<file path="src/rtl/ram_fifo_pkg.sv">
// Shared sizing helpers for the RAM-backed FIFO controller and its output buffer.
package ram_fifo_pkg;

    localparam int unsigned OBUF_DEPTH = 2;
    localparam int unsigned OBUF_CNT_W = $clog2(OBUF_DEPTH + 1);

    // Total words the FIFO can hold: full RAM plus the output buffer.
    function automatic int unsigned fifo_capacity(input int unsigned adr_w);
        return (32'd1 << adr_w) + OBUF_DEPTH;
    endfunction

    // Width of the occupancy count, wide enough for fifo_capacity().
    function automatic int unsigned count_width(input int unsigned adr_w);
        return adr_w + 2;
    endfunction

endpackage

</file>
<file path="src/rtl/ram_fifo_obuf.sv">
// Two-entry show-ahead output buffer fed by registered RAM read data.
module ram_fifo_obuf
    import ram_fifo_pkg::*;
#(
    parameter int unsigned DATA_WIDTH = 8
) (
    input  logic                  i_clk,
    input  logic                  i_clr,
    input  logic                  i_capture,
    input  logic [DATA_WIDTH-1:0] i_data,
    input  logic                  i_pop,
    output logic [DATA_WIDTH-1:0] o_data,
    output logic                  o_valid,
    output logic [OBUF_CNT_W-1:0] o_cnt
);

    logic [DATA_WIDTH-1:0] r_head;
    logic [DATA_WIDTH-1:0] r_tail;
    logic [OBUF_CNT_W-1:0] r_cnt;

    // The upstream issue guard guarantees no capture arrives while full without a pop.
    always_ff @(posedge i_clk) begin
        if (i_clr) begin
            r_head <= '0;
            r_tail <= '0;
            r_cnt  <= '0;
        end else begin
            case (r_cnt)
                OBUF_CNT_W'(0): begin
                    if (i_capture) begin
                        r_head <= i_data;
                        r_cnt  <= OBUF_CNT_W'(1);
                    end
                end
                OBUF_CNT_W'(1): begin
                    case ({i_capture, i_pop})
                        2'b10: begin
                            r_tail <= i_data;
                            r_cnt  <= OBUF_CNT_W'(OBUF_DEPTH);
                        end
                        2'b01: r_cnt  <= OBUF_CNT_W'(0);
                        2'b11: r_head <= i_data;
                        default: ;
                    endcase
                end
                default: begin
                    if (i_pop) begin
                        r_head <= r_tail;
                        if (i_capture) begin
                            r_tail <= i_data;
                        end else begin
                            r_cnt <= OBUF_CNT_W'(1);
                        end
                    end
                end
            endcase
        end
    end

    assign o_data  = r_head;
    assign o_valid = (r_cnt != '0);
    assign o_cnt   = r_cnt;

endmodule

</file>
<file path="src/rtl/ram_fifo_ctrl.sv">
// Valid/ready FIFO controller driving an external 1-cycle-latency dual-port RAM.
// Optional synchronous FLUSH input is enabled by defining RAM_FIFO_FLUSH_EN.
module ram_fifo_ctrl
    import ram_fifo_pkg::*;
#(
    parameter int unsigned DATA_WIDTH = 8,
    parameter int unsigned ADR_WIDTH  = 8
) (
    input  logic                  CLK,
    input  logic                  RST_N,
`ifdef RAM_FIFO_FLUSH_EN
    input  logic                  FLUSH,
`endif
    input  logic                  IN_VALID,
    output logic                  IN_READY,
    input  logic [DATA_WIDTH-1:0] IN_DATA,
    output logic                  OUT_VALID,
    input  logic                  OUT_READY,
    output logic [DATA_WIDTH-1:0] OUT_DATA,
    output logic [ADR_WIDTH+1:0]  COUNT,
    output logic                  RAM_WEN,
    output logic [ADR_WIDTH-1:0]  RAM_WADR,
    output logic [DATA_WIDTH-1:0] RAM_WDAT,
    output logic [ADR_WIDTH-1:0]  RAM_RADR,
    input  logic [DATA_WIDTH-1:0] RAM_RDAT
);

    localparam int unsigned RAM_DEPTH = 32'd1 << ADR_WIDTH;
    localparam int unsigned CNT_W     = count_width(ADR_WIDTH);

    logic [ADR_WIDTH-1:0]  r_wptr;
    logic [ADR_WIDTH-1:0]  r_rptr;
    logic [ADR_WIDTH:0]    r_ram_cnt;
    logic                  r_inflight;
    logic [CNT_W-1:0]      r_count;
    logic [OBUF_CNT_W-1:0] w_buf_cnt;
    logic [2:0]            w_occ;
    logic                  w_clr;
    logic                  w_not_full;
    logic                  w_push;
    logic                  w_pop;
    logic                  w_issue;

    assign w_not_full = (r_ram_cnt < (ADR_WIDTH+1)'(RAM_DEPTH));

`ifdef RAM_FIFO_FLUSH_EN
    assign w_clr    = !RST_N || FLUSH;
    assign IN_READY = RST_N && !FLUSH && w_not_full;
`else
    assign w_clr    = !RST_N;
    assign IN_READY = RST_N && w_not_full;
`endif

    assign w_push = IN_VALID && IN_READY;
    assign w_pop  = OUT_VALID && OUT_READY;

    // Issue a read only if the word will have a buffer slot when it lands.
    assign w_occ   = 3'(w_buf_cnt) + 3'(r_inflight);
    assign w_issue = (r_ram_cnt != '0) && (w_occ < (3'd2 + 3'(w_pop)));

    assign RAM_WEN  = w_push;
    assign RAM_WADR = r_wptr;
    assign RAM_WDAT = IN_DATA;
    assign RAM_RADR = r_rptr;
    assign COUNT    = r_count;

    always_ff @(posedge CLK) begin
        if (w_clr) begin
            r_wptr     <= '0;
            r_rptr     <= '0;
            r_ram_cnt  <= '0;
            r_inflight <= 1'b0;
            r_count    <= '0;
        end else begin
            r_wptr     <= r_wptr + ADR_WIDTH'(w_push);
            r_rptr     <= r_rptr + ADR_WIDTH'(w_issue);
            r_inflight <= w_issue;
            if (w_push && !w_issue) begin
                r_ram_cnt <= r_ram_cnt + (ADR_WIDTH+1)'(1);
            end else if (!w_push && w_issue) begin
                r_ram_cnt <= r_ram_cnt - (ADR_WIDTH+1)'(1);
            end
            // Total occupancy only changes at the FIFO boundaries.
            if (w_push && !w_pop) begin
                r_count <= r_count + CNT_W'(1);
            end else if (!w_push && w_pop) begin
                r_count <= r_count - CNT_W'(1);
            end
        end
    end

    ram_fifo_obuf #(
        .DATA_WIDTH(DATA_WIDTH)
    ) u_obuf (
        .i_clk    (CLK),
        .i_clr    (w_clr),
        .i_capture(r_inflight),
        .i_data   (RAM_RDAT),
        .i_pop    (w_pop),
        .o_data   (OUT_DATA),
        .o_valid  (OUT_VALID),
        .o_cnt    (w_buf_cnt)
    );

endmodule

</file>
<file path="config.mk">
export PLATFORM = sky130hd
export DESIGN_NAME = ram_fifo_ctrl
export DESIGN_NICKNAME = d
export VERILOG_FILES = /design/src/rtl/ram_fifo_pkg.sv /design/src/rtl/ram_fifo_obuf.sv /design/src/rtl/ram_fifo_ctrl.sv
export SDC_FILE = /design/constraint.sdc
export NUM_CORES = 1
export LEC_CHECK = 0
export CORE_AREA = 8 8 85 87
export DETAILED_ROUTE_END_ITERATION = 12
export DIE_AREA = 0 0 93 95
export PLACE_DENSITY = 0.87
export SYNTH_ARGS = -nofsm -noshare
export SYNTH_HDL_FRONTEND = slang
export SYNTH_HIERARCHICAL = 1
export SYNTH_SLANG_ARGS = --single-unit
</file>
<file path="constraint.sdc">
create_clock -name CLK -period 6.5 [get_ports CLK]
set_input_delay 0.65 -clock CLK [delete_from_list [all_inputs] [get_ports CLK]]
set_output_delay 0.65 -clock CLK [all_outputs]
set_load 0.02 [all_outputs]
</file>
==> summary.txt <==
Run status
  – Result of the run: finished, final reports clean

Synth
  – Share of async-settable or async-resettable flops after synthesis: 0%
  – Flip-flop cell with the highest count after synthesis: dfxtp_1
  – Average cell area after synthesis: 9.25 µm²
  – Number of enable flip-flop cells after synthesis: 0
  – Register bit count reported by yosys: 54
  – Number of distinct library cells after synthesis: 56
  – Post-synth net total: 390
  – Post-synthesis cell count: 344
  – Sequential-to-total area share from yosys stat: 34.0%
  – Warnings from Yosys: 6
  – Area of the mapped netlist: 0.00318 mm²

Final layout
  – Signed area change from the synthesized netlist to the final layout: 16.2%
  – Number of inserted diodes: 0
  – Number of filler instances in the final layout: 476
  – Number of standard cells in the layout, taps in and fillers out: 451
  – Share of layout cells above drive strength 1: 6.65%
  – Number of nets in the finished design: 421

Worst setup path
  – Classification of the worst setup path: in -> reg
  – CP Max Fanout: 18
  – Required time reported for the critical path endpoint: 6.69 ns
  – Data arrival time of the critical path: 3.96 ns
  – Endpoint type of the worst setup path: flip-flop
  – Kind of launch point of the worst setup path: input port

Power and ir drop
  – Leakage power total: 1.42 nW
  – Power Density: 477 mW/mm²
  – Post-route total power: 1.76 mW
  – Maximum vdd ir drop: 222 µV

Timing
  – Clk_skew: 0.00867 ns
  – Upper clock frequency limit: 266 MHz
  – Period utilisation layout: 57.9%
  – Unrepaired setup endpoints after global routing: false
  – Rel. slew slack: 45.0%
  – Final critical path time including I/O delays and setup: 3.76 ns
  – Final total negative setup slack: 0 ns
  – Final setup vio count: 0
  – Transition at the pin with the smallest max-transition slack: 0.825 ns
  – Hold Fails Final Rpt: 0
  – Slew Limit Fails: 0

CTS
  – Setup Buffers After CTS: 0
  – Total of hold buffers inserted after clock tree synthesis: 0
  – CTS Buffer Depth: 2
  – Clock latency on the worst-skew pair: 0.31 ns
  – Clock-pin transition on the worst setup and hold timing paths: 0.09 ns
  – Number of cells upsized or downsized after cts: 0
  – Sinks on the clock net: 54
  – Root Buffer: clkbuf_8
  – CTS Buf Count: 5
  – H-tree Lvls: 2
  – TritonCTS clock tree: built

Placement
  – Half-perimeter wire length of the detailed placement result: 4.88 mm
  – Inst Count DP: 443
  – Final GP Congestion: 0.826
  – Number of port buffers: 48

GRT
  – Total congestion overflow after global routing: 0
  – Global-route wire length before repair: 11.3 mm
  – Via count of the first global-routing pass: 2433
  – Largest net degree at the start of global routing: 58
  – Antenna violations before repair: 0
  – Aggregate global-route resource usage: 15.3%

Floorplan
  – Die height: 95 µm
  – Die footprint: 0.00884 mm²
  – Initial Util: 54.7%
  – Number of primary I/O pins: 65
  – Core Box Area: 0.00582 mm²
  – Die extent in x: 93 µm
  – Number of core rows: 28

Drt
  – Detailed-route vias per instance: 5.60
  – Metal-1 WL: 2.94 mm
  – First drt pass iteration count: 4
  – Uppermost routed layer: met4
  – Detailed-route via count: 2525
  – Average wire length per cell after detail routing: 14.8 µm
  – Iteration-0 DRC Markers: 197
  – Met3 Wirelength: 303 µm
  – Met2 wire len: 3.31 mm
  – WL final: 6.68 mm
  – Post-detailed-route count of antenna-violating nets: 0
  – DR DRC count: 0

Flow run
  – Number of maximum-capacitance constraint violations: 0

Worst hold path
  – Type of the tightest min-delay check: reg -> reg
[sequential cells by signal (all words and copies together) (netlist names)]
register and count:
COUNT 10, r_ram_cnt 9, RAM_RADR 8, RAM_WADR 8
u_obuf/o_data 8, u_obuf/r_tail 8, u_obuf/o_cnt 2, r_inflight 1
[power by group]
group | switching [mW] | internal [mW]
clock network | 0.111 | 0.0979
logic | 0.561 | 0.482
registers | 0.0864 | 0.426
[through the flow]
step / instance area (µm²) / setup WS [ns] / hold slack [ns] / utilization [%]
after floorplan: 3180 / 2.69 / 0.448 / -
final: 3700 / 2.74 / 0.479 / 63.6
after CTS: 3700 / 2.73 / 0.479 / 63.6
after detailed placement: 3590 / 2.43 / 0.465 / 61.7
after global placement: 3590 / 2.63 / 0.458 / 61.7
after global routing: 3700 / 2.43 / 0.495 / 63.6
[layout make-up]
cell class                      count  area, µm²  share of cell area [%]
Multi-Input combinational cell    254       1890                    51.0
Sequential cell                    54       1080                    29.2
Timing Repair Buffer               49        488                    13.2
Clock buffer                        7       96.3                    2.61
Tap cell                           75       93.8                    2.54
Inverter                           11       41.3                    1.12
Clock inverter                      1       8.76                   0.237
[path summary, 6_finish.rpt]
path                            to        startpoint  slack, ns  depth (start not counted)
setup / recovery      r_ram_cnt[8]             RST_N       2.74                         12
hold / removal    u_obuf/r_tail[1]  u_obuf/r_tail[1]       0.48                          2
setup reg to reg      r_ram_cnt[8]   u_obuf/o_cnt[1]       3.00                         13
hold reg to reg   u_obuf/r_tail[1]  u_obuf/r_tail[1]       0.48                          2
[cell usage in the layout (no fill, tap or decap), types with 13 or more instances in the layout]
cell	netlist	layout
dfxtp_1	54	54
mux2i_1	22	22
nand3_1	15	15
a21oi_1	20	20
ha_1	24	24
nor2_1	36	36
xor2_1	13	13
clkdlybuf4s50_1	0	48
nand2b_1	21	21
[worst max-delay path, cell delays in order]
cell and delay [ns]:
clkdlybuf4s50_1 0.81, inv_1 0.12, nor2_1 0.17, and2_1 0.23, ha_1 0.24, inv_1 0.18, ha_1 0.27, or3_1 0.40
nand2b_4 0.16, o2bb2ai_2 0.16, mux2i_1 0.23, mux2_1 0.34
[cell usage after synthesis, drive strengths merged, types with 2 or more instances]
cell	n	share of area, %
buf	18	4.6
or3	3	0.59
a211oi	3	0.71
clkbuf	7	0.83
nand3b	2	0.47
o21ai	11	1.7
xor2	13	3.6
o31ai	3	0.71
a311oi	8	3.8
a21oi	23	4.0
a311o	2	0.63
dfxtp	54	34
nand2b	22	4.6
mux2i	22	6.9
fa	2	1.3
nor2	36	4.2
o31a	2	0.59
nor4	3	0.59
and3	5	0.98
ha	24	9.4
inv	11	1.3
xnor2	8	2.2
nor3	5	0.79
nor2b	2	0.39
nand3	15	2.4
nand2	11	1.3
and2	8	1.6
o21bai	2	0.59
[logic make-up (layout without fill, tap and decap cells)]
kind of cell               after synthesis  count (layout)  share of synthesized area [%]
AOI/OAI and AO/OA                       64              64                           15.5
xor gates and xnor gates                21              21                           5.78
adders and majority gates               26              26                           10.7
buffers and inverters                   36              68                           6.72
DFF                                     54              54                           34.0
muxes                                   23              23                           7.27
and+or+nand+nor                        120             120                           20.1
[routing by layer]
| layer | vias to the layer above | GRT usage, % |
|---|---|---|
| li1 | 1270 | - |
| met1 | 1196 | 18.0 |
| met2 | 48 | 27.0 |
| met3 | 11 | 2.78 |
| met4 | 0 | 5.64 |
| met5 | - | 0 |
Note: power is estimated with default switching activity, not from simulation.
